$ cat src/rtl/ecg_rpeak_detector.sv
// R-peak detector: drains Q31 ECG samples from fifo_sync, reports the maximum of each
// above-threshold excursion, then ignores a fixed number of samples (refractory window).
module ecg_rpeak_detector #(
  parameter int unsigned DATA_WIDTH      = 32,
  parameter int unsigned INDEX_WIDTH     = 16,
  parameter int unsigned REFRACT_SAMPLES = 50,
  parameter int unsigned MAX_TRACK       = 64
) (
  input  logic                         clk,
  input  logic                         rst_n,
  input  logic                         cs,
  input  logic                         fifo_empty,
  input  logic signed [DATA_WIDTH-1:0] fifo_data,
  output logic                         fifo_rd_en,
  input  logic signed [DATA_WIDTH-1:0] threshold,
  output logic                         peak_valid,
  output logic signed [DATA_WIDTH-1:0] peak_amp,
  output logic [INDEX_WIDTH-1:0]       peak_index,
  output logic [15:0]                  peak_count,
  output logic [1:0]                   state_dbg
);

  localparam int unsigned CNT_W = $clog2(MAX_TRACK + 2);
  localparam int unsigned REF_W = $clog2(REFRACT_SAMPLES + 1);

  typedef enum logic [1:0] {
    ST_SEARCH  = 2'b00,
    ST_TRACK   = 2'b01,
    ST_REFRACT = 2'b10
  } state_t;

  state_t                         r_state;
  state_t                         w_state_nxt;
  logic                           r_s_valid;
  logic [INDEX_WIDTH-1:0]         r_index;
  logic signed [DATA_WIDTH-1:0]   r_cand_amp;
  logic [INDEX_WIDTH-1:0]         r_cand_idx;
  logic [CNT_W-1:0]               r_track_cnt;
  logic [REF_W-1:0]               r_ref_cnt;
  logic                           r_peak_valid;
  logic signed [DATA_WIDTH-1:0]   r_peak_amp;
  logic [INDEX_WIDTH-1:0]         r_peak_index;
  logic [15:0]                    r_peak_count;

  logic                           w_above;
  logic                           w_gt_cand;
  logic [CNT_W-1:0]               w_track_inc;
  logic                           w_track_full;
  logic                           w_ref_last;
  logic                           w_emit;
  logic                           w_cand_load;
  logic                           w_cand_upd;
  logic                           w_track_step;
  logic                           w_ref_dec;
  logic signed [DATA_WIDTH-1:0]   w_emit_amp;
  logic [INDEX_WIDTH-1:0]         w_emit_idx;

  // Reads are held off while in reset so no sample is lost across reset release.
  assign fifo_rd_en   = cs & ~fifo_empty & rst_n;

  assign w_above      = fifo_data > threshold;
  assign w_gt_cand    = fifo_data > r_cand_amp;
  assign w_track_inc  = r_track_cnt + CNT_W'(1);
  assign w_track_full = (w_track_inc >= CNT_W'(MAX_TRACK));
  assign w_ref_last   = (r_ref_cnt == REF_W'(1));

  // State register
  always_ff @(posedge clk or negedge rst_n) begin
    if (!rst_n) begin
      r_state <= ST_SEARCH;
    end else begin
      r_state <= w_state_nxt;
    end
  end

  // Next-state logic; the FSM only moves on a consumed sample
  always_comb begin
    w_state_nxt = r_state;
    case (r_state)
      ST_SEARCH: begin
        if (r_s_valid && w_above) w_state_nxt = ST_TRACK;
      end
      ST_TRACK: begin
        if (r_s_valid && (!w_above || w_track_full)) w_state_nxt = ST_REFRACT;
      end
      ST_REFRACT: begin
        if (r_s_valid && w_ref_last) w_state_nxt = ST_SEARCH;
      end
      default: w_state_nxt = ST_SEARCH;
    endcase
  end

  // Output/control decode
  always_comb begin
    w_emit       = 1'b0;
    w_cand_load  = 1'b0;
    w_cand_upd   = 1'b0;
    w_track_step = 1'b0;
    w_ref_dec    = 1'b0;
    w_emit_amp   = r_cand_amp;
    w_emit_idx   = r_cand_idx;
    if (r_s_valid) begin
      case (r_state)
        ST_SEARCH:  w_cand_load = w_above;
        ST_TRACK: begin
          w_track_step = w_above;
          w_cand_upd   = w_above & w_gt_cand;
          w_emit       = ~w_above | w_track_full;
          // A forced report must include the sample that filled the window.
          if (w_cand_upd) begin
            w_emit_amp = fifo_data;
            w_emit_idx = r_index;
          end
        end
        ST_REFRACT: w_ref_dec = 1'b1;
        default: ;
      endcase
    end
  end

  // Read pipeline, sample index, candidate and refractory counters
  always_ff @(posedge clk or negedge rst_n) begin
    if (!rst_n) begin
      r_s_valid   <= 1'b0;
      r_index     <= '0;
      r_cand_amp  <= '0;
      r_cand_idx  <= '0;
      r_track_cnt <= '0;
      r_ref_cnt   <= '0;
    end else begin
      r_s_valid <= fifo_rd_en;
      if (r_s_valid) r_index <= r_index + INDEX_WIDTH'(1);
      if (w_cand_load) begin
        r_cand_amp  <= fifo_data;
        r_cand_idx  <= r_index;
        r_track_cnt <= CNT_W'(1);
      end else if (w_track_step) begin
        r_track_cnt <= w_track_inc;
        if (w_cand_upd) begin
          r_cand_amp <= fifo_data;
          r_cand_idx <= r_index;
        end
      end
      if (w_emit) begin
        r_ref_cnt <= REF_W'(REFRACT_SAMPLES);
      end else if (w_ref_dec) begin
        r_ref_cnt <= r_ref_cnt - REF_W'(1);
      end
    end
  end

  // Peak report registers
  always_ff @(posedge clk or negedge rst_n) begin
    if (!rst_n) begin
      r_peak_valid <= 1'b0;
      r_peak_amp   <= '0;
      r_peak_index <= '0;
      r_peak_count <= '0;
    end else begin
      r_peak_valid <= w_emit;
      if (w_emit) begin
        r_peak_amp   <= w_emit_amp;
        r_peak_index <= w_emit_idx;
        if (r_peak_count != 16'hFFFF) r_peak_count <= r_peak_count + 16'd1;
      end
    end
  end

  assign peak_valid = r_peak_valid;
  assign peak_amp   = r_peak_amp;
  assign peak_index = r_peak_index;
  assign peak_count = r_peak_count;
  assign state_dbg  = r_state;

endmodule

$ cat config.mk
export PLATFORM = sky130hd
export DESIGN_NAME = ecg_rpeak_detector
export DESIGN_NICKNAME = d
export VERILOG_FILES = /design/src/rtl/ecg_rpeak_detector.sv
export SDC_FILE = /design/constraint.sdc
export NUM_CORES = 1
export LEC_CHECK = 0
export BUFFER_PORTS_ARGS = -buffer_cell sky130_fd_sc_hd__buf_2
export CORE_UTILIZATION = 42
export CTS_BUF_LIST = sky130_fd_sc_hd__clkbuf_8
export DETAILED_ROUTE_END_ITERATION = 16
export GPL_TIMING_DRIVEN = 0
export HOLD_SLACK_MARGIN = 0.05
export SYNTH_ARGS = -nofsm -noshare
export SYNTH_HDL_FRONTEND = slang
export SYNTH_SLANG_ARGS = --single-unit
$ cat constraint.sdc
create_clock -name clk -period 3.91 [get_ports clk]
set_clock_uncertainty 0.1 [all_clocks]
set_input_delay 0.1955 -clock clk [delete_from_list [all_inputs] [get_ports clk]]
set_output_delay 0.1955 -clock clk [all_outputs]
set_load 0.01 [all_outputs]
==> flow_summary.html, run 1 <==
<table>
<tr><th>Metric</th><th>Value</th></tr>
<tr><th colspan="2">Worst setup path</th></tr>
<tr><td>Crit-path leading delay family</td><td>simple AND/OR/NAND/NOR gates</td></tr>
<tr><td>FF-to-FF Start</td><td>r_cand_amp[31]$_DFFE_PN0P_</td></tr>
<tr><td>Worst EP arrival</td><td>3.95 ns</td></tr>
<tr><td>End of the worst register-to-register path</td><td>r_cand_idx[1]$_DFFE_PN0P_</td></tr>
<tr><td>Worst reg2reg path depth</td><td>10</td></tr>
<tr><td>Largest stage delay on the critical path</td><td>0.57 ns</td></tr>
<tr><td>Critical-path maximum fanout</td><td>10</td></tr>
<tr><td>CP Cell Sequence</td><td>dlygate4sd3_1, buf_2, ha_1, nand4_1, or4_1, or3_4, and3_1, mux2i_2, nand2_1, inv_2, buf_4, a2bb2oi_1</td></tr>
<tr><td>Path type of the worst setup path</td><td>in -&gt; reg</td></tr>
<tr><td>Data required time at the worst endpoint</td><td>4.18 ns</td></tr>
<tr><td>Critical Path Source Type</td><td>input pin</td></tr>
<tr><td>Combined buffer and inverter count along the critical path</td><td>4</td></tr>
<tr><td>CP max-delay cell</td><td>or4_1</td></tr>
<tr><td>Register-to-Register Setup Slack</td><td>0.44 ns</td></tr>
<tr><td>Sort of element at the end of the critical path</td><td>flop</td></tr>
<tr><th colspan="2">Timing</th></tr>
<tr><td>Shortest clock period the worst path allows after layout</td><td>3.679 ns</td></tr>
<tr><td>Max frequency</td><td>271.8 MHz</td></tr>
<tr><td>Final-report hold violation count</td><td>0</td></tr>
<tr><td>Crit share post-route</td><td>94.09%</td></tr>
<tr><td>Worst slew slack as a fraction of its limit</td><td>50.10%</td></tr>
<tr><td>Setup-violating endpoint count in the final report</td><td>0</td></tr>
<tr><td>Number of pins exceeding their max-slew limit in the final report</td><td>0</td></tr>
<tr><td>Pin slew with the least headroom to its limit</td><td>0.7485 ns</td></tr>
<tr><td>Setup slack after layout</td><td>0.2313 ns</td></tr>
<tr><th colspan="2">Route</th></tr>
<tr><td>Total number of vias</td><td>7030</td></tr>
<tr><td>Count of antenna-violating nets left after detailed routing</td><td>0</td></tr>
<tr><td>Post-detailed-route wirelength per cell</td><td>18.28 um</td></tr>
<tr><td>Router iterations before antenna repair</td><td>5</td></tr>
<tr><td>Count of routing violations after the opening detailed-route iteration</td><td>368</td></tr>
<tr><td>DRC viols</td><td>0</td></tr>
<tr><td>WL final</td><td>22890 um</td></tr>
<tr><td>Via-per-instance ratio</td><td>5.615</td></tr>
<tr><th colspan="2">Synth</th></tr>
<tr><td>Area contributors post-synth</td><td>dfrtp_1, ha_1, a2bb2oi_1</td></tr>
<tr><td>Total standard cell area after synthesis</td><td>8393 sq um</td></tr>
<tr><td>Number of flops mapped to enable cells by yosys</td><td>0</td></tr>
<tr><td>Sequential share of the synthesized area</td><td>43.23%</td></tr>
<tr><td>Synthesis Warnings</td><td>0</td></tr>
<tr><td>Synthesized Nets</td><td>922</td></tr>
<tr><td>Flip-flop and latch count after synthesis</td><td>145</td></tr>
<tr><td>Dominant register cell in the synthesized netlist</td><td>dfrtp_1</td></tr>
<tr><td>Cell type with the highest aggregate area in the netlist</td><td>dfrtp_1</td></tr>
<tr><td>Count of distinct cell types in the synthesized netlist</td><td>56</td></tr>
<tr><td>Gate count after technology mapping</td><td>785</td></tr>
<tr><td>Area fraction of the dominant cell type after synthesis</td><td>43.23%</td></tr>
<tr><td>Mean cell area of the mapped netlist</td><td>10.69 sq um</td></tr>
<tr><td>Async set-or-reset flop fraction in the synthesized netlist</td><td>100.0%</td></tr>
<tr><th colspan="2">Floorplan</th></tr>
<tr><td>Starting utilization of the core area</td><td>42.98%</td></tr>
<tr><td>Cell Rows</td><td>51</td></tr>
<tr><td>Area of the die</td><td>20550 sq um</td></tr>
<tr><td>Die Span Y</td><td>143.4 um</td></tr>
<tr><td>Area of the core</td><td>19530 sq um</td></tr>
<tr><td>Die X</td><td>143.4 um</td></tr>
<tr><td>Number of placed I/O pins</td><td>136</td></tr>
<tr><th colspan="2">Placement</th></tr>
<tr><td>Final GP Congestion</td><td>0.8022</td></tr>
<tr><td>Post-Place Worst Slack</td><td>0.07121 ns</td></tr>
<tr><td>Count of input and output buffers</td><td>135</td></tr>
<tr><td>Post-DP HPWL</td><td>16620 um</td></tr>
<tr><th colspan="2">Clock network</th></tr>
<tr><td>Total clock sinks</td><td>145</td></tr>
<tr><td>Post-CTS clock slew at the launch and capture registers of the worst setup and hold paths</td><td>0.08 ns</td></tr>
<tr><td>Skew-Pair Late Insertion Delay</td><td>0.46 ns</td></tr>
<tr><td>Number of buffers created by CTS</td><td>17</td></tr>
<tr><td>Library cell used as clock root buffer</td><td>clkbuf_8</td></tr>
<tr><td># H-tree levels</td><td>4</td></tr>
<tr><td>Maximum clock path buffer count</td><td>2</td></tr>
<tr><td>CTS tree</td><td>yes</td></tr>
<tr><th colspan="2">Job</th></tr>
<tr><td>Max capacitance violation total</td><td>0</td></tr>
<tr><th colspan="2">Power</th></tr>
<tr><td>Final Power</td><td>0.006408 W</td></tr>
<tr><td>Net switching component of the power</td><td>0.002536 W</td></tr>
<tr><td>Internal power consumption</td><td>0.003872 W</td></tr>
<tr><td>Gate power share</td><td>41.0%</td></tr>
<tr><td>Clock network fraction of total power</td><td>20.4%</td></tr>
<tr><td>Sequential share of power</td><td>38.6%</td></tr>
<tr><td>Sw frac</td><td>39.58%</td></tr>
<tr><td>Static Leak</td><td>4.685 nW</td></tr>
<tr><td>Peak supply drop</td><td>0.0003167 V</td></tr>
<tr><td>Power per standard cell area</td><td>626.2 nW/um^2</td></tr>
<tr><th colspan="2">GRT</th></tr>
<tr><td>Pin count of the biggest net entering global routing</td><td>75</td></tr>
<tr><td>Grt total ovfl</td><td>0</td></tr>
<tr><td>First-pass GRT wire length</td><td>36550 um</td></tr>
<tr><td>GR Util All Layers</td><td>23.09%</td></tr>
<tr><td>Via count of the first global-routing pass</td><td>7108</td></tr>
<tr><td>Initial antenna violation count</td><td>0</td></tr>
<tr><th colspan="2">Run status</th></tr>
<tr><td>Status</td><td>finished, final reports clean</td></tr>
<tr><th colspan="2">Cells and area</th></tr>
<tr><td>Core occupancy in the finished layout</td><td>52.41%</td></tr>
<tr><td>Number of diodes added for antenna fixing</td><td>0</td></tr>
<tr><td>Layout cells sized above 1</td><td>22.49%</td></tr>
<tr><td>Number of fillers in the final layout</td><td>1806</td></tr>
<tr><td>Sequential standard cell area</td><td>3628 sq um</td></tr>
<tr><td>Number of nets in the layout</td><td>1112</td></tr>
<tr><td>Relative area change from synthesis to final layout</td><td>21.93%</td></tr>
<tr><td>Area occupied by multi-input gates</td><td>4290 sq um</td></tr>
<tr><th colspan="2">Worst hold path</th></tr>
<tr><td>Class of the worst hold path</td><td>in -&gt; async</td></tr>
</table>
==> metal layers <==
layer / wire [um] / GRT usage, % / up-vias
met3: 1034 / 3.899 / 36
met4: 462 / 7.783 / 0
li1: - / - / 3375
met5: 0 / 0 / -
met1: 10700 / 30.27 / 3424
met2: 10690 / 38.55 / 195
==> cells by family after synthesis <==
| family | share of synthesized area, % |
|---|---|
| compound gates | 20.41 |
| flops | 43.23 |
| simple gates | 9.168 |
| buf+inv | 5.874 |
| fa+ha+maj | 10.29 |
| mux | 7.484 |
| xor+xnor | 3.548 |
==> cell type report <==
type                            instances  share of cell area [%]
Buffer                                 51                   2.311
Inverter                               69                   2.531
Sequential cell                       145                   35.46
Timing Repair Buffer                  171                   10.36
Clock buffer                           19                   2.555
Tap cell                              265                   3.240
Clock inverter                         12                   1.626
Multi-Input combinational cell        520                   41.92
==> cells in the mapped netlist, drive strengths merged, types with 10 or more instances <==
cell type  number
dfrtp         145
ha             69
inv            69
mux2           54
o31ai          51
a2bb2oi        48
a311oi         48
clkbuf         36
nand2          33
nand3          25
a21oi          20
nand4          20
xnor2          18
xor2           16
buf            15
o21ai          12
nor3           11
nor2           10
==> flip-flops by register name, indices dropped and copies added, names as in the netlist <==
| signal | flops |
|---|---|
| peak_amp | 32 |
| r_index | 16 |
| r_track_cnt | 7 |
| r_cand_idx | 16 |
| peak_count | 16 |
| state_dbg | 2 |
| peak_index | 16 |
| r_ref_cnt | 6 |
| r_s_valid | 1 |
| peak_valid | 1 |
| r_cand_amp | 32 |
==> metrics by stage <==
stage / area (sq um) / setup TNS [ns] / std cells / hold slack, ns
floorplan: 8393 / 0 / 785 / -0.2001
global placement: 9400 / 0 / 1185 / 0.2582
detailed placement: 9434 / 0 / 1186 / 0.1877
CTS: 10210 / 0 / 1252 / 0.2735
global route: 10230 / -0.003961 / 1252 / 0.3129
finish: 10230 / 0 / 1252 / 0.2572
==> worst max-delay path by stage <==
stage                        from                         to  slack [ns]  depth (start not counted)
floorplan           threshold[29]  r_cand_amp[0]$_DFFE_PN0P_        0.93                         12
global placement    fifo_data[29]  r_cand_idx[4]$_DFFE_PN0P_        0.08                         12
detailed placement  fifo_data[29]  r_cand_idx[1]$_DFFE_PN0P_        0.07                         12
CTS                 fifo_data[27]    peak_amp[5]$_DFFE_PN0P_        0.07                         12
global route        fifo_data[15]  r_cand_idx[7]$_DFFE_PN0P_      -0.004                         13
finish              fifo_data[27]   peak_amp[10]$_DFFE_PN0P_        0.23                         12
==> power by group through the flow <==
stage	clock, W	combinational [W]	sequential, W
2_1_floorplan	0	0.00157	0.00252
3_3_place_gp	0	0.00254	0.00249
3_5_place_dp	0	0.00259	0.00249
4_1_cts	0.00133	0.00262	0.00247
5_1_grt	0.00137	0.00293	0.00255
6_report	0.00131	0.00263	0.00247
==> cells in the final DEF, fill, tap and decap left out, types with 18 or more instances in the layout <==
master and n:
o31ai_1 50, dfrtp_1 145, ha_1 69, a2bb2oi_1 48, dlygate4sd3_1 35, a311oi_1 48
xnor2_1 18, nand4_1 20, clkbuf_8 19, mux2_2 33, a21oi_1 20, nand2_1 33
buf_2 138, nand3_1 25, mux2_1 21, clkbuf_1 34, inv_1 70
==> what timing repair did <==
item                                   4_1_cts  5_1_grt
setup buffers                                0        0
gates resized for setup                      0        7
hold buffers                                35        0
setup endpoints to repair                    0       71
endpoints found under the hold margin      130        0
(Power assumes the default switching activity.)
==> run 2, diff against run 1 <==
- CORE_MARGIN: default -> 2
- GPL_TIMING_DRIVEN: 0 -> 1
==> run 2 against run 1 <==
Compared with the run above: register-to-register slack better by 0.13 ns; first-iteration DRC count up 29%; power down 2.6%; combinational power down 2%; largest cell class unchanged.
==> flow_summary.html, run 2 (same netlist as run 1, synthesis figures left out) <==
<table>
<tr><th>Metric</th><th>Value</th></tr>
<tr><th colspan="2">Route</th></tr>
<tr><td>DRC viols</td><td>0 (unchanged)</td></tr>
<tr><td>Post-detailed-route wirelength per cell</td><td>18.26 um (-0.15%)</td></tr>
<tr><td>Count of antenna-violating nets left after detailed routing</td><td>0 (unchanged)</td></tr>
<tr><td>Router iterations before antenna repair</td><td>6 (+1)</td></tr>
<tr><td>Total number of vias</td><td>6877 (-2.2%)</td></tr>
<tr><td>WL final</td><td>22160 um (-3.2%)</td></tr>
<tr><td>Via-per-instance ratio</td><td>5.665 (+0.89%)</td></tr>
<tr><td>Count of routing violations after the opening detailed-route iteration</td><td>474 (+29%)</td></tr>
<tr><th colspan="2">Worst setup path</th></tr>
<tr><td>CP Cell Sequence</td><td>dlygate4sd3_1, buf_2, ha_1, nand4_1, or4_1, or3_4, and3_1, mux2_2, buf_4, a311oi_1, a2bb2oi_1</td></tr>
<tr><td>FF-to-FF Start</td><td>r_cand_amp[29]$_DFFE_PN0P_</td></tr>
<tr><td>Data required time at the worst endpoint</td><td>4.13 ns (-0.05 ns)</td></tr>
<tr><td>Worst reg2reg path depth</td><td>9 (-1)</td></tr>
<tr><td>Path type of the worst setup path</td><td>in -&gt; reg</td></tr>
<tr><td>Critical Path Source Type</td><td>input pin</td></tr>
<tr><td>Critical-path maximum fanout</td><td>33 (+23)</td></tr>
<tr><td>Total number of cells along the worst setup path</td><td>11 (-1)</td></tr>
<tr><td>Sort of element at the end of the critical path</td><td>flop</td></tr>
<tr><td>Capture point of the critical path</td><td>peak_index[9]$_DFFE_PN0P_</td></tr>
<tr><td>Worst EP arrival</td><td>3.89 ns (-0.06 ns)</td></tr>
<tr><td>End of the worst register-to-register path</td><td>r_cand_amp[10]$_DFFE_PN0P_</td></tr>
<tr><td>Critical path origin</td><td>fifo_data[26]</td></tr>
<tr><td>CP max-delay cell</td><td>or4_1</td></tr>
<tr><td>Largest stage delay on the critical path</td><td>0.60 ns (+0.03 ns)</td></tr>
<tr><td>Register-to-Register Setup Slack</td><td>0.57 ns (+0.13 ns)</td></tr>
<tr><td>Combined buffer and inverter count along the critical path</td><td>3 (-1)</td></tr>
<tr><td>Crit-path leading delay family</td><td>simple AND/OR/NAND/NOR gates</td></tr>
<tr><th colspan="2">Timing</th></tr>
<tr><td>Worst slew slack as a fraction of its limit</td><td>18.95% (-31 points)</td></tr>
<tr><td>Final hold slack</td><td>0.2302 ns (-0.02700 ns)</td></tr>
<tr><td>Total negative setup slack</td><td>0 ns (unchanged)</td></tr>
<tr><td>Crit share post-route</td><td>93.81% (-0.28 points)</td></tr>
<tr><td>Shortest clock period the worst path allows after layout</td><td>3.668 ns (-0.01081 ns)</td></tr>
<tr><td>Final-report hold violation count</td><td>0 (unchanged)</td></tr>
<tr><td>Pin slew with the least headroom to its limit</td><td>1.216 ns (+0.4673 ns)</td></tr>
<tr><td>Max frequency</td><td>272.6 MHz (+0.29%)</td></tr>
<tr><td>Unrepaired setup endpoints after global routing</td><td>no</td></tr>
<tr><td>Setup-violating endpoint count in the final report</td><td>0 (unchanged)</td></tr>
<tr><td>Number of pins exceeding their max-slew limit in the final report</td><td>0 (unchanged)</td></tr>
<tr><th colspan="2">GRT</th></tr>
<tr><td>First-pass GRT wire length</td><td>36560 um (about the same)</td></tr>
<tr><td>GR Util All Layers</td><td>21.22% (-1.9 points)</td></tr>
<tr><td>Initial antenna violation count</td><td>0 (unchanged)</td></tr>
<tr><td>Via count of the first global-routing pass</td><td>7024 (-1.2%)</td></tr>
<tr><td>Pin count of the biggest net entering global routing</td><td>108 (+44%)</td></tr>
<tr><td>Grt total ovfl</td><td>0 (unchanged)</td></tr>
<tr><th colspan="2">Placement</th></tr>
<tr><td>Post-DP HPWL</td><td>14290 um (-14%)</td></tr>
<tr><td>Final GP Congestion</td><td>0.7851 (-2.1%)</td></tr>
<tr><td>Placed cell count</td><td>1148 (-3.2%)</td></tr>
<tr><td>Count of input and output buffers</td><td>135 (unchanged)</td></tr>
<tr><th colspan="2">Power</th></tr>
<tr><td>Power per standard cell area</td><td>618.7 nW/um^2 (-1.2%)</td></tr>
<tr><td>Final Power</td><td>0.006238 W (-2.6%)</td></tr>
<tr><td>Net switching component of the power</td><td>0.002518 W (-0.71%)</td></tr>
<tr><td>Internal power consumption</td><td>0.003720 W (-3.9%)</td></tr>
<tr><td>Clock network fraction of total power</td><td>18.3% (-2.1 points)</td></tr>
<tr><td>Static Leak</td><td>4.620 nW (-1.4%)</td></tr>
<tr><td>Sequential share of power</td><td>40.3% (+1.7 points)</td></tr>
<tr><td>Peak supply drop</td><td>0.0002699 V (-15%)</td></tr>
<tr><td>Gate power share</td><td>41.4% (+0.4 points)</td></tr>
<tr><td>Sw frac</td><td>40.37% (+0.79 points)</td></tr>
<tr><th colspan="2">Job</th></tr>
<tr><td>Max capacitance violation total</td><td>0 (unchanged)</td></tr>
<tr><th colspan="2">Clock network</th></tr>
<tr><td>Gates resized, CTS repair</td><td>0 (unchanged)</td></tr>
<tr><td>Skew-Pair Late Insertion Delay</td><td>0.46 ns (about the same)</td></tr>
<tr><td>CTS tree</td><td>yes</td></tr>
<tr><td>Total clock sinks</td><td>145 (unchanged)</td></tr>
<tr><td>Post-CTS clock slew at the launch and capture registers of the worst setup and hold paths</td><td>0.09 ns (about the same)</td></tr>
<tr><td>Post-CTS Repair Setup Buffers</td><td>0 (unchanged)</td></tr>
<tr><td>Maximum clock path buffer count</td><td>2 (unchanged)</td></tr>
<tr><td>Library cell used as clock root buffer</td><td>clkbuf_8</td></tr>
<tr><td># H-tree levels</td><td>4 (unchanged)</td></tr>
<tr><td>Number of buffers created by CTS</td><td>17 (unchanged)</td></tr>
<tr><th colspan="2">Cells and area</th></tr>
<tr><td>Number of diodes added for antenna fixing</td><td>0 (unchanged)</td></tr>
<tr><td>Sequential standard cell area</td><td>3628 sq um (unchanged)</td></tr>
<tr><td>Most common library cell in the layout ignoring fill and taps</td><td>dfrtp_1</td></tr>
<tr><td>Number of fillers in the final layout</td><td>1804 (-0.11%)</td></tr>
<tr><td>Highest-count cells in the layout ignoring fill and taps</td><td>dfrtp_1, buf_2, inv_1, ha_1, o31ai_1</td></tr>
<tr><td>Core occupancy in the finished layout</td><td>51.64% (-0.77 points)</td></tr>
<tr><td>Layout cells sized above 1</td><td>23.50% (+1.0 points)</td></tr>
<tr><td>Finished Layout Cells</td><td>1214 (-3.0%)</td></tr>
<tr><td>Relative area change from synthesis to final layout</td><td>20.14%</td></tr>
<tr><td>Area occupied by multi-input gates</td><td>4314 sq um (+0.55%)</td></tr>
<tr><td>Number of nets in the layout</td><td>1074 (-3.4%)</td></tr>
<tr><th colspan="2">Floorplan</th></tr>
<tr><td>Die X</td><td>145.4 um (+1.4%)</td></tr>
<tr><td>Starting utilization of the core area</td><td>42.98% (unchanged)</td></tr>
<tr><td>Die Span Y</td><td>145.4 um (+1.4%)</td></tr>
<tr><td>Area of the core</td><td>19530 sq um (unchanged)</td></tr>
<tr><td>Number of placed I/O pins</td><td>136 (unchanged)</td></tr>
<tr><td>Cell Rows</td><td>51 (unchanged)</td></tr>
<tr><td>Area of the die</td><td>21130 sq um (+2.8%)</td></tr>
<tr><th colspan="2">Run status</th></tr>
<tr><td>Status</td><td>finished, final reports clean</td></tr>
<tr><th colspan="2">Worst hold path</th></tr>
<tr><td>Class of the worst hold path</td><td>in -&gt; async</td></tr>
</table>
run 2: power groups by stage:
stage | registers (W) | clock network [W] | logic [W]
2_1_floorplan | 0.00252 | 0 | 0.00157
3_3_place_gp | 0.00253 | 0 | 0.00252
3_5_place_dp | 0.00253 | 0 | 0.00257
4_1_cts | 0.00251 | 0.00117 | 0.00260
5_1_grt | 0.00259 | 0.00124 | 0.00287
6_report | 0.00251 | 0.00114 | 0.00258
run 2: layer usage:
layer / vias to the layer above / routed length [um] / global-route usage, % / part of all wire [%]
met5: - / 0 / 0 / 0
met4: 0 / 257 / 5.392 / 1.2
met3: 19 / 1066 / 4.326 / 4.8
met2: 177 / 10180 / 33.67 / 46
met1: 3400 / 10660 / 29.88 / 48
li1: 3281 / - / - / -
run 2: area by class of cell:
| type | instances | share of cell area, % |
|---|---|---|
| Multi-Input combinational cell | 520 | 42.78 |
| Sequential cell | 145 | 35.98 |
| Timing Repair Buffer | 184 | 11.65 |
| Tap cell | 265 | 3.288 |
| Clock buffer | 21 | 2.866 |
| Inverter | 69 | 2.569 |
| Clock inverter | 10 | 0.8562 |
run 2: worst min path at each step:
stage                     startpoint                         end  slack, ns
final                          rst_n  r_cand_amp[27]$_DFFE_PN0P_       0.23
after global routing           rst_n  r_cand_amp[27]$_DFFE_PN0P_       0.29
after CTS                      rst_n  r_cand_amp[27]$_DFFE_PN0P_       0.26
after detailed placement       rst_n  r_cand_amp[27]$_DFFE_PN0P_       0.18
after global placement         rst_n  r_cand_amp[27]$_DFFE_PN0P_       0.18
after floorplan                rst_n     peak_amp[0]$_DFFE_PN0P_      -0.20
run 2: stage by stage:
step / cell area (sq um) / setup WS (ns)
2_1_floorplan: 8393 / 0.9321
3_3_place_gp: 9358 / 0.4057
3_5_place_dp: 9358 / 0.3695
4_1_cts: 10080 / 0.3085
5_1_grt: 10080 / 0.09339
6_report: 10080 / 0.2421
run 2: timing repair:
item,CTS,global route
setup endpoints to repair,0,0
hold endpoints to repair,137,0
hold buffers,35,0
run 2: worst register-to-register path, cell delays in order, from the launching register on:
cell	delay (ns)
dfrtp_1	0.38
inv_1	0.05
ha_1	0.29
nand4_1	0.20
nor4_1	0.57
o221ai_1	0.32
a31o_2	0.33
a211oi_4	0.27
buf_12	0.32
mux2_2	0.41
==> run 3, diff against run 2 <==
--- a/constraint.sdc
+++ b/constraint.sdc
@@ -3,3 +3,3 @@
 set_input_delay 0.1955 -clock clk [delete_from_list [all_inputs] [get_ports clk]]
 set_output_delay 0.1955 -clock clk [all_outputs]
-set_load 0.01 [all_outputs]
+set_load 0.005 [all_outputs]
==> run 3 against run 2 <==
Compared with the run above: routed wire length decreased by 0.18%; flip-flop and latch count unchanged; highest routed layer unchanged; worst setup slack improved by 0.040 ns; non-clock buffer count increased by 4.
==> flow_summary.html, run 3 (same netlist as run 1, synthesis figures left out) <==
<table>
<tr><th>Metric</th><th>Value</th></tr>
<tr><th colspan="2">Cells and area</th></tr>
<tr><td>Highest-count cells in the layout ignoring fill and taps</td><td>dfrtp_1, buf_2, ha_1, inv_1, o31ai_1</td></tr>
<tr><td>Number of nets in the layout</td><td>1078 (+0.37%)</td></tr>
<tr><td>Layout cells sized above 1</td><td>24.00% (+0.51 points)</td></tr>
<tr><td>Core occupancy in the finished layout</td><td>51.97% (+0.33 points)</td></tr>
<tr><td>Number of diodes added for antenna fixing</td><td>0 (unchanged)</td></tr>
<tr><td>Relative area change from synthesis to final layout</td><td>20.92%</td></tr>
<tr><td>Most common library cell in the layout ignoring fill and taps</td><td>dfrtp_1</td></tr>
<tr><th colspan="2">Clock network</th></tr>
<tr><td>Number of buffers created by CTS</td><td>17 (unchanged)</td></tr>
<tr><td>Skew-Pair Late Insertion Delay</td><td>0.46 ns (about the same)</td></tr>
<tr><td>Total clock sinks</td><td>145 (unchanged)</td></tr>
<tr><td>CTS tree</td><td>yes</td></tr>
<tr><td># H-tree levels</td><td>4 (unchanged)</td></tr>
<tr><td>Maximum clock path buffer count</td><td>2 (unchanged)</td></tr>
<tr><td>Post-CTS clock slew at the launch and capture registers of the worst setup and hold paths</td><td>0.09 ns (about the same)</td></tr>
<tr><td>Library cell used as clock root buffer</td><td>clkbuf_8</td></tr>
<tr><td>Gates resized, CTS repair</td><td>0 (unchanged)</td></tr>
<tr><th colspan="2">Run status</th></tr>
<tr><td>Status</td><td>finished, final reports clean</td></tr>
<tr><th colspan="2">Worst setup path</th></tr>
<tr><td>Sort of element at the end of the critical path</td><td>flop</td></tr>
<tr><td>Crit-path leading delay family</td><td>simple AND/OR/NAND/NOR gates</td></tr>
<tr><td>CP max-delay cell</td><td>dlygate4sd3_1</td></tr>
<tr><td>Critical-path maximum fanout</td><td>26 (-21%)</td></tr>
<tr><td>Path type of the worst setup path</td><td>in -&gt; reg</td></tr>
<tr><td>FF-to-FF Start</td><td>r_cand_amp[29]$_DFFE_PN0P_</td></tr>
<tr><td>Critical Path Source Type</td><td>input pin</td></tr>
<tr><td>Critical path origin</td><td>fifo_data[31]</td></tr>
<tr><td>CP Cell Sequence</td><td>dlygate4sd3_1, buf_2, ha_1, nand4_1, or4_1, or3_4, and4_4, mux2_2, buf_4, a311oi_1, a2bb2oi_1</td></tr>
<tr><td>Data required time at the worst endpoint</td><td>4.13 ns (about the same)</td></tr>
<tr><td>Combined buffer and inverter count along the critical path</td><td>3 (unchanged)</td></tr>
<tr><td>Worst EP arrival</td><td>3.85 ns (-0.04 ns)</td></tr>
<tr><td>Largest stage delay on the critical path</td><td>0.55 ns (-0.05 ns)</td></tr>
<tr><th colspan="2">Placement</th></tr>
<tr><td>Post-DP HPWL</td><td>14390 um (+0.69%)</td></tr>
<tr><td>Final GP Congestion</td><td>0.7842 (-0.11%)</td></tr>
<tr><td>Count of input and output buffers</td><td>135 (unchanged)</td></tr>
<tr><th colspan="2">Route</th></tr>
<tr><td>Via-per-instance ratio</td><td>5.660 (about the same)</td></tr>
<tr><td>Total number of vias</td><td>6900 (+0.33%)</td></tr>
<tr><td>Count of routing violations after the opening detailed-route iteration</td><td>406 (-14%)</td></tr>
<tr><td>DRC viols</td><td>0 (unchanged)</td></tr>
<tr><td>Count of antenna-violating nets left after detailed routing</td><td>0 (unchanged)</td></tr>
<tr><td>Post-detailed-route wirelength per cell</td><td>18.15 um (-0.59%)</td></tr>
<tr><td>Router iterations before antenna repair</td><td>4 (-2)</td></tr>
<tr><td>WL final</td><td>22120 um (-0.18%)</td></tr>
<tr><th colspan="2">Floorplan</th></tr>
<tr><td>Die Span Y</td><td>145.4 um (unchanged)</td></tr>
<tr><td>Cell Rows</td><td>51 (unchanged)</td></tr>
<tr><td>Number of placed I/O pins</td><td>136 (unchanged)</td></tr>
<tr><td>Area of the die</td><td>21130 sq um (unchanged)</td></tr>
<tr><td>Die X</td><td>145.4 um (unchanged)</td></tr>
<tr><td>Area of the core</td><td>19530 sq um (unchanged)</td></tr>
<tr><td>Starting utilization of the core area</td><td>42.98% (unchanged)</td></tr>
<tr><th colspan="2">Timing</th></tr>
<tr><td>Pin slew with the least headroom to its limit</td><td>1.150 ns (-0.06563 ns)</td></tr>
<tr><td>Unrepaired setup endpoints after global routing</td><td>no</td></tr>
<tr><td>Total negative setup slack</td><td>0 ns (unchanged)</td></tr>
<tr><td>Setup-violating endpoint count in the final report</td><td>0 (unchanged)</td></tr>
<tr><td>Number of pins exceeding their max-slew limit in the final report</td><td>0 (unchanged)</td></tr>
<tr><td>Crit share post-route</td><td>92.80% (-1.0 points)</td></tr>
<tr><td>Max frequency</td><td>275.6 MHz (+1.1%)</td></tr>
<tr><td>Worst slew slack as a fraction of its limit</td><td>23.32% (+4.4 points)</td></tr>
<tr><td>Final-report hold violation count</td><td>0 (unchanged)</td></tr>
<tr><td>Shortest clock period the worst path allows after layout</td><td>3.628 ns (-0.03952 ns)</td></tr>
<tr><th colspan="2">Power</th></tr>
<tr><td>Static Leak</td><td>4.658 nW (+0.83%)</td></tr>
<tr><td>Peak supply drop</td><td>0.0004030 V (+49%)</td></tr>
<tr><td>Power per standard cell area</td><td>613.7 nW/um^2 (-0.81%)</td></tr>
<tr><th colspan="2">GRT</th></tr>
<tr><td>Most used routing layer</td><td>met2</td></tr>
<tr><td>Grt total ovfl</td><td>0 (unchanged)</td></tr>
<tr><td>Met1 capacity usage during global routing</td><td>30.17% (+0.29 points)</td></tr>
<tr><td>Met2 GRT Util</td><td>33.79% (+0.12 points)</td></tr>
<tr><td>Via count of the first global-routing pass</td><td>6846 (-2.5%)</td></tr>
<tr><td>First-pass GRT wire length</td><td>36740 um (+0.49%)</td></tr>
<tr><td>Initial antenna violation count</td><td>0 (unchanged)</td></tr>
<tr><td>GR Util All Layers</td><td>21.27% (+0.045 points)</td></tr>
<tr><td>Pin count of the biggest net entering global routing</td><td>108 (unchanged)</td></tr>
<tr><td>Fraction of met3 tracks used by global routing</td><td>4.107% (-0.22 points)</td></tr>
<tr><th colspan="2">Worst hold path</th></tr>
<tr><td>Class of the worst hold path</td><td>in -&gt; async</td></tr>
<tr><th colspan="2">Job</th></tr>
<tr><td>Max capacitance violation total</td><td>0 (unchanged)</td></tr>
</table>
-- run 3: report_power, final --
| part | leakage [nW] | switching [W] | total (W) | internal [W] |
|---|---|---|---|---|
| sequential | 1.75 | 0.000467 | 0.00251 | 0.00204 |
| clock | 0.212 | 0.000599 | 0.00124 | 0.000645 |
| combinational | 2.70 | 0.00135 | 0.00248 | 0.00112 |
| total | 4.66 | 0.00242 | 0.00623 | 0.00381 |
-- run 3: final cells by class --
cell class                      count  area [sq um]
Timing Repair Buffer              188          1205
Clock buffer                       18         247.7
Tap cell                          265         331.6
Sequential cell                   145          3628
Inverter                           69         259.0
Fill cell                        1823          9378
Clock inverter                     14         162.7
Multi-Input combinational cell    520          4314
-- run 3: per-stage QoR --
stage	hold slack, ns	setup slack (ns)	power (W)	cell area [sq um]	std cells
floorplan	-0.2001	0.9321	0.003987	8393	785
global placement	0.2595	0.4060	0.004946	9388	1152
detailed placement	0.2631	0.3978	0.004977	9388	1152
CTS	0.3658	0.3212	0.006273	10150	1219
global route	0.3972	0.1502	0.006686	10150	1219
finish	0.3104	0.2816	0.006228	10150	1219
-- run 3: final timing paths --
kind	end	slack, ns	cells past startpoint
min reg2reg	r_cand_idx[4]$_DFFE_PN0P_	0.39	1
min in group clk	r_cand_idx[4]$_DFFE_PN0P_	0.39	1
max reg2reg	r_cand_idx[12]$_DFFE_PN0P_	0.85	10
max	peak_amp[31]$_DFFE_PN0P_	0.28	11
min	r_cand_amp[26]$_DFFE_PN0P_	0.31	2
max in group asynchronous	peak_amp[7]$_DFFE_PN0P_	2.43	3
-- run 3: what timing repair did --
item | 4_1_cts | 5_1_grt
endpoints found under the hold margin | 164 | 0
buffers inserted | 0 | 0
hold buffers | 35 | 0
-- run 3: metal layers --
metal	wire length [um]	share of wire (%)
met1	10560	48
met2	10150	46
met3	1168	5.3
met4	240	1.1
met5	0	0
